## config.mk

```make
export PLATFORM = sky130hd
export DESIGN_NAME = key_debounce
export DESIGN_NICKNAME = d
export VERILOG_FILES = /design/src/rtl/key_debounce.sv
export SDC_FILE = /design/constraint.sdc
export NUM_CORES = 1
export LEC_CHECK = 0
export CAP_MARGIN = 40
export CORE_MARGIN = 3
export CORE_UTILIZATION = 35
export CTS_CLUSTER_SIZE = 8
export DETAILED_ROUTE_END_ITERATION = 7
export DONT_BUFFER_PORTS = 1
export GPL_ROUTABILITY_DRIVEN = 0
export GPL_TIMING_DRIVEN = 0
export PLACE_DENSITY = 0.54
export SYNTH_ARGS = -nofsm -noshare
export SYNTH_HDL_FRONTEND = slang
export SYNTH_SLANG_ARGS = --single-unit
```

## constraint.sdc

```tcl
create_clock -name clk -period 2.8 [get_ports clk]
set_clock_uncertainty 0.1 [all_clocks]
set_input_delay 0.14 -clock clk [delete_from_list [all_inputs] [get_ports clk]]
set_output_delay 0.14 -clock clk [all_outputs]
set_load 0.02 [all_outputs]
```

## src/rtl/key_debounce.sv

```systemverilog
// Push-button conditioning: two-flop synchroniser per key followed by an
// independent debounce FSM per key that yields a stable level, one-cycle
// press/release strobes and an optional one-shot long-press strobe.
module key_debounce #(
    parameter int WIDTH           = 2,
    parameter int DEBOUNCE_CYCLES = 1000000,
    parameter int LONG_CYCLES     = 100000000,
    parameter bit ACTIVE_LOW      = 1'b1
) (
    input  logic             clk,
    input  logic             rst,
    input  logic [WIDTH-1:0] key_raw,
    output logic [WIDTH-1:0] key_level,
    output logic [WIDTH-1:0] key_press,
    output logic [WIDTH-1:0] key_release,
    output logic [WIDTH-1:0] key_long
);

    // One counter serves both the debounce window and the long-press timer,
    // so it is sized for whichever of the two is larger.
    localparam int MAX_CYCLES = (DEBOUNCE_CYCLES > LONG_CYCLES) ? DEBOUNCE_CYCLES : LONG_CYCLES;
    localparam int CW         = $clog2(MAX_CYCLES + 1);

    localparam logic [CW-1:0] DB_LAST   = CW'(DEBOUNCE_CYCLES - 1);
    localparam logic [CW-1:0] LONG_LAST = CW'((LONG_CYCLES == 0) ? 0 : LONG_CYCLES - 1);

    // Raw pin level that corresponds to a released key.
    localparam logic [WIDTH-1:0] RAW_IDLE = {WIDTH{ACTIVE_LOW}};

    typedef enum logic [1:0] {
        IDLE       = 2'd0,
        PRESS_WAIT = 2'd1,
        PRESSED    = 2'd2,
        REL_WAIT   = 2'd3
    } state_t;

    logic [WIDTH-1:0] sync1;
    logic [WIDTH-1:0] sync2;
    logic [WIDTH-1:0] pressed;

    state_t           state      [WIDTH];
    state_t           state_next [WIDTH];
    logic [CW-1:0]    cnt        [WIDTH];
    logic [CW-1:0]    cnt_next   [WIDTH];
    logic [WIDTH-1:0] fired;
    logic [WIDTH-1:0] fired_next;
    logic [WIDTH-1:0] level_next;
    logic [WIDTH-1:0] press_next;
    logic [WIDTH-1:0] release_next;
    logic [WIDTH-1:0] long_next;

    // Two-flop synchroniser; reset loads the released level so that leaving
    // reset can never look like a press.
    always_ff @(posedge clk) begin
        if (rst) begin
            sync1 <= RAW_IDLE;
            sync2 <= RAW_IDLE;
        end else begin
            sync1 <= key_raw;
            sync2 <= sync1;
        end
    end

    // Normalise polarity: 1 means the key is physically pressed.
    assign pressed = sync2 ^ RAW_IDLE;

    // Per-key state, counter, fired flag and registered outputs.
    always_ff @(posedge clk) begin
        if (rst) begin
            for (int i = 0; i < WIDTH; i++) begin
                state[i] <= IDLE;
                cnt[i]   <= '0;
            end
            fired       <= '0;
            key_level   <= '0;
            key_press   <= '0;
            key_release <= '0;
            key_long    <= '0;
        end else begin
            for (int i = 0; i < WIDTH; i++) begin
                state[i] <= state_next[i];
                cnt[i]   <= cnt_next[i];
            end
            fired       <= fired_next;
            key_level   <= level_next;
            key_press   <= press_next;
            key_release <= release_next;
            key_long    <= long_next;
        end
    end

    // Next-state and strobe decode for every key independently.
    always_comb begin
        for (int i = 0; i < WIDTH; i++) begin
            state_next[i]   = state[i];
            cnt_next[i]     = cnt[i];
            fired_next[i]   = fired[i];
            level_next[i]   = key_level[i];
            press_next[i]   = 1'b0;
            release_next[i] = 1'b0;
            long_next[i]    = 1'b0;

            case (state[i])
                IDLE: begin
                    if (pressed[i]) begin
                        state_next[i] = PRESS_WAIT;
                        cnt_next[i]   = CW'(1);
                    end
                end

                PRESS_WAIT: begin
                    if (!pressed[i]) begin
                        // Bounce: abandon the attempt silently.
                        state_next[i] = IDLE;
                        cnt_next[i]   = '0;
                    end else if (cnt[i] == DB_LAST) begin
                        state_next[i] = PRESSED;
                        level_next[i] = 1'b1;
                        press_next[i] = 1'b1;
                        cnt_next[i]   = '0;
                    end else begin
                        cnt_next[i] = cnt[i] + CW'(1);
                    end
                end

                PRESSED: begin
                    if (!pressed[i]) begin
                        state_next[i] = REL_WAIT;
                        cnt_next[i]   = CW'(1);
                    end else if ((LONG_CYCLES != 0) && !fired[i]) begin
                        // Counting stops once the long strobe has fired.
                        if (cnt[i] == LONG_LAST) begin
                            long_next[i]  = 1'b1;
                            fired_next[i] = 1'b1;
                        end else begin
                            cnt_next[i] = cnt[i] + CW'(1);
                        end
                    end
                end

                REL_WAIT: begin
                    if (pressed[i]) begin
                        // Release bounce: back to held, long timing restarts
                        // unless it has already fired for this press.
                        state_next[i] = PRESSED;
                        if (!fired[i]) begin
                            cnt_next[i] = '0;
                        end
                    end else if (cnt[i] == DB_LAST) begin
                        state_next[i]   = IDLE;
                        level_next[i]   = 1'b0;
                        release_next[i] = 1'b1;
                        fired_next[i]   = 1'b0;
                        cnt_next[i]     = '0;
                    end else begin
                        cnt_next[i] = cnt[i] + CW'(1);
                    end
                end

                default: begin
                    state_next[i] = IDLE;
                    cnt_next[i]   = '0;
                end
            endcase
        end
    end

endmodule

```

Word-level counts from Yosys, hierarchy flattened. Memories as Yosys holds them, arrays and structs flattened. Cells that the tools add are included.

Register bits after elaboration: 14. Memory bits (writable): 58. Bits of input ports: 4. Output and inout bits: 8. Logic and storage cells: 124. Memories: 2.

Memory list: cnt (depth 2, width 27, read ports 2, clocked after Yosys merged registers in 0, wr ports 2, RTL line 43) `logic [CW-1:0] cnt [WIDTH];`; state (depth 2, width 2, read ports 2, clocked after Yosys merged registers in 0, wr ports 2, RTL line 41) `state_t state [WIDTH];`.

Add/sub/neg operators: 2. Equality and inequality tests: 20. Mux-type cells: 59. Bitwise logic cells: 13. Reductions and logical operators: 16.

Operators by type and width (count): $mux 27 (18); $pmux 27 s4 (2); $add 27x1->27 const B (2); $eq 27x20->1 const B (2); $eq 27x27->1 const B (2); $mux 2 (14); $ne 2x2->1 const B (10); $mux 1 (19); $pmux 2 s4 (2); $reduce_or 3->1 (4); $reduce_and 5->1 (2); $eq 2x2->1 const B (4); $not 1->1 (8); $pmux 1 s2 (4); $reduce_and 4->1 (2); $reduce_bool 2->1 (4); $reduce_or 4->1 (2); $eq 2x1->1 const B (2); $logic_not 2->1 (2); $or 1x1->1 (4); $not 2->2 (1).

Logic depth before layout (Yosys ltp).
Depth after elaboration: 6. Mapped depth: 10. Mapped depth without buffers: 8.

Least setup slack after synthesis. OpenSTA, ideal clock, no wires.

Kind: flip-flop to flip-flop. Start point: mem state[0][0] in the netlist's numbering. End point: mem cnt[0][11] in the netlist's numbering. Library setup time: 0.074 ns. Data arrival time: 2.254 ns. Required time: 2.626 ns. Path slack: 0.372 ns. Stages on the path, launching flop included: 10. Path buffers: 1. Clock period less this slack: 2.428 ns. Cell sequence: dfxtp_1 inv_1 ha_1 nand2b_1 nor3_1 and4_1 or2_2 clkbuf_1 or4b_2 a31oi_1.

RTL lines (RTL line): start: declaration (41); end: declaration (43).

==> reports/qor.txt <==
Yosys top cell area share - 34.1%
Multi-input gate area - 2650 um^2
register area share after synthesis - 34.1%
Async SR Flop Fraction - 0%
commonest non-fill, non-tap cells in the layout - 71 x dfxtp_1, 62 x nand2_1, 43 x nand3_1
crit share post-route - 95.6%
cts bufs inserted - 9
die footprint - 13400 um^2
Worst slew margin - 53.0%
Reg area - 1440 um^2
combinational power share - 21.2%
Synth Flop Type - dfxtp_1
internal power - 0.00206 W
via count - 4122
crit-path leading delay family - simple AND/OR/NAND/NOR gates
Syn Std Cell Area - 4230 um^2
largest net degree at the start of global routing - 14
Fill cells - 1206
Hold/Removal Path Class - in2reg
Die Width - 116 um
GRT Util Overall - 18.2%
register bit count reported by yosys - 72
Post-Syn Nets - 543
synth warn - 0
power share of the sequential group - 36.5%
Placement Setup Slack - -0.107 ns
Crit. path cell count - 9
max_cap viols - 0
Final nets - 558
Worst-path clk slew - 0.06 ns
total iterations of the first detailed-routing run - 5
post-synth cell types - 63
die span in y - 116 um
CP max-delay cell - or4_4
Via-to-Cell Ratio - 5.97
most used cell, CP - buf_6
commonest non-fill, non-tap cell in the layout - dfxtp_1
H-tree depth - 3
clock sink count - 72
first-pass GRT wire length - 19.5 mm
ant diodes - 0
NetSw - 0.000963 W
Worst Setup Start Kind - flip-flop
setup TNS - 0 ns
row count - 39
Reg2Reg Depth - 9
ANT nets after route - 0
fin. max-slew vios - 0
Final min period - 2.68 ns
RSZ-0062 raised after global routing - true
CP cell instances - buf_2 -> or4b_1 -> or4_4 -> o21ai_4 -> a211oi_2 -> buf_6 -> buf_6 -> a22oi_1 -> o31ai_1
Largest stage delay, worst path - 0.59 ns
PwrDens - 621 nW/um^2
Synth Instances - 527
Fin. Hold Viols - 0
I/O Pins - 12
PortBufs - 0
Core Area - 11600 um^2
status - finished, final reports clean
antenna violations before repair - 0
starting density of the core - 36.4%
Synth area leaders - dfxtp_1 34%, nand2_1 5.7%, nand3_1 5.2%
Sw Ratio - 31.8%
Leak - 1.51 nW
critical path arrival - 2.80 ns
Critical Path Fanout Max - 10
Clk Latency, worst-skew pair - 0.35 ns
WHS Path Cells - 3
# setup viols final - 0
Worst Setup End Kind - flip-flop
Pwr Total - 0.00303 W
Fmax achieved - 374 MHz
share of cells above drive strength 1 - 12.6%
hpwl dp - 8.10 mm
worst-margin pin slew - 0.695 ns
clock buffer depth - 2
Total Wirelength - 11.6 mm
peak supply drop - 0.000279 V
total gr overflow - 0
WP data required - 2.93 ns
crit path kind - reg2reg
Area Growth Syn to Fin - 15.3%
vias in the first global route - 3795
area leader, netlist - dfxtp_1
number of flops mapped to enable cells by yosys - 0
Avg Cell Area, Syn - 8.02 um^2
WP buf/inv - 3
PnR worst setup slack - 0.124 ns
CTS Root Cell - clkbuf_16
drc violations - 0
clock network power share - 42.3%
routed len/inst - 16.9 um
DR iter-0 viols - 298
CTS tree - done
## final timing paths
kind	startpoint	to	slack, ns
min reg2reg	sync1[0]$_SDFF_PP1_	sync2[0]$_SDFF_PP1_	0.31
max reg2reg	cnt[0][36]$_SDFFE_PP0P_	cnt[0][39]$_SDFFE_PP0P_	0.12
max	cnt[0][36]$_SDFFE_PP0P_	cnt[0][39]$_SDFFE_PP0P_	0.12
min	rst	cnt[0][51]$_SDFFE_PP0P_	0.01
## area by class of cell
class	instances	area share, %
Multi-Input combinational cell	408	54.3
Inverter	16	1.23
Buffer	31	3.80
Clock inverter	6	1.93
Tap cell	143	3.67
Clock buffer	10	4.70
Sequential cell	72	29.6
Timing Repair Buffer	4	0.719
## layer usage
layer / part of all wire, % / GRT usage (%)
met1: 46 / 23.8
met2: 49 / 30.6
met3: 3.8 / 3.97
met4: 1.3 / 4.87
met5: 0 / 0
## worst register-to-register path, stage by stage, from the launching register on
cell	delay, ns
dfxtp_1	0.30
buf_2	0.19
or4b_1	0.49
or4_4	0.59
o21ai_4	0.19
a211oi_2	0.13
buf_6	0.17
buf_6	0.15
a22oi_1	0.15
o31ai_1	0.10
## what timing repair did
action / in CTS / in global routing
endpoints found under the setup margin: 31 / 53
hold buffers: 2 / 0
gates resized for setup: 4 / 21
buffers inserted: 0 / 2
endpoints found under the hold margin: 2 / 0
pin swaps: 0 / 2
## power by group through the flow
stage	clock network, W	registers, W	logic, W
finish	0.00128	0.00110	0.000641
global route	0.00134	0.00111	0.000724
CTS	0.00130	0.00110	0.000598
detailed placement	0	0.00113	0.000586
global placement	0	0.00112	0.000579
floorplan	0	0.00111	0.000432
## state kept, by name (all words and copies together) (netlist names), named ones only
signal and flops:
key_release 2, key_press 2, cnt 54, key_level 2, key_long 2, sync1 2
sync2 2, fired 2, state 2
## cells by family (layout without fill, tap and decap cells)
group	after synthesis	count (layout)	share of synthesized area, %
simple gates	262	262	34.3
compound gates	131	131	21.8
flops	72	72	34.1
buf+inv	47	67	5.51
fa+ha+maj	12	12	3.55
mux	3	3	0.740
## per-stage QoR
| stage | utilization [%] | area, um^2 | std cells | hold WS (ns) |
|---|---|---|---|---|
| after floorplan | - | 4230 | 527 | 0.144 |
| after global placement | 37.9 | 4400 | 670 | 0.147 |
| after detailed placement | 37.9 | 4400 | 670 | 0.151 |
| after CTS | 41.0 | 4760 | 688 | 0.0204 |
| after global routing | 41.9 | 4870 | 690 | 0.0289 |
| final | 41.9 | 4870 | 690 | 0.0123 |
## synth_stat cells (9+ instances only)
cell / instances
dfxtp_1: 72
nand2_1: 64
nand3_1: 44
nor2_1: 26
o21ai_0: 20
a21oi_1: 19
nand4_1: 18
inv_1: 16
nor3_1: 16
clkbuf_1: 14
a31oi_1: 13
ha_1: 12
o311ai_0: 12
o31ai_1: 12
or3_1: 12
a22oi_1: 11
nor4_1: 10
or2_2: 10
buf_2: 9
No activity file was read; power rests on OpenSTA's default activity.
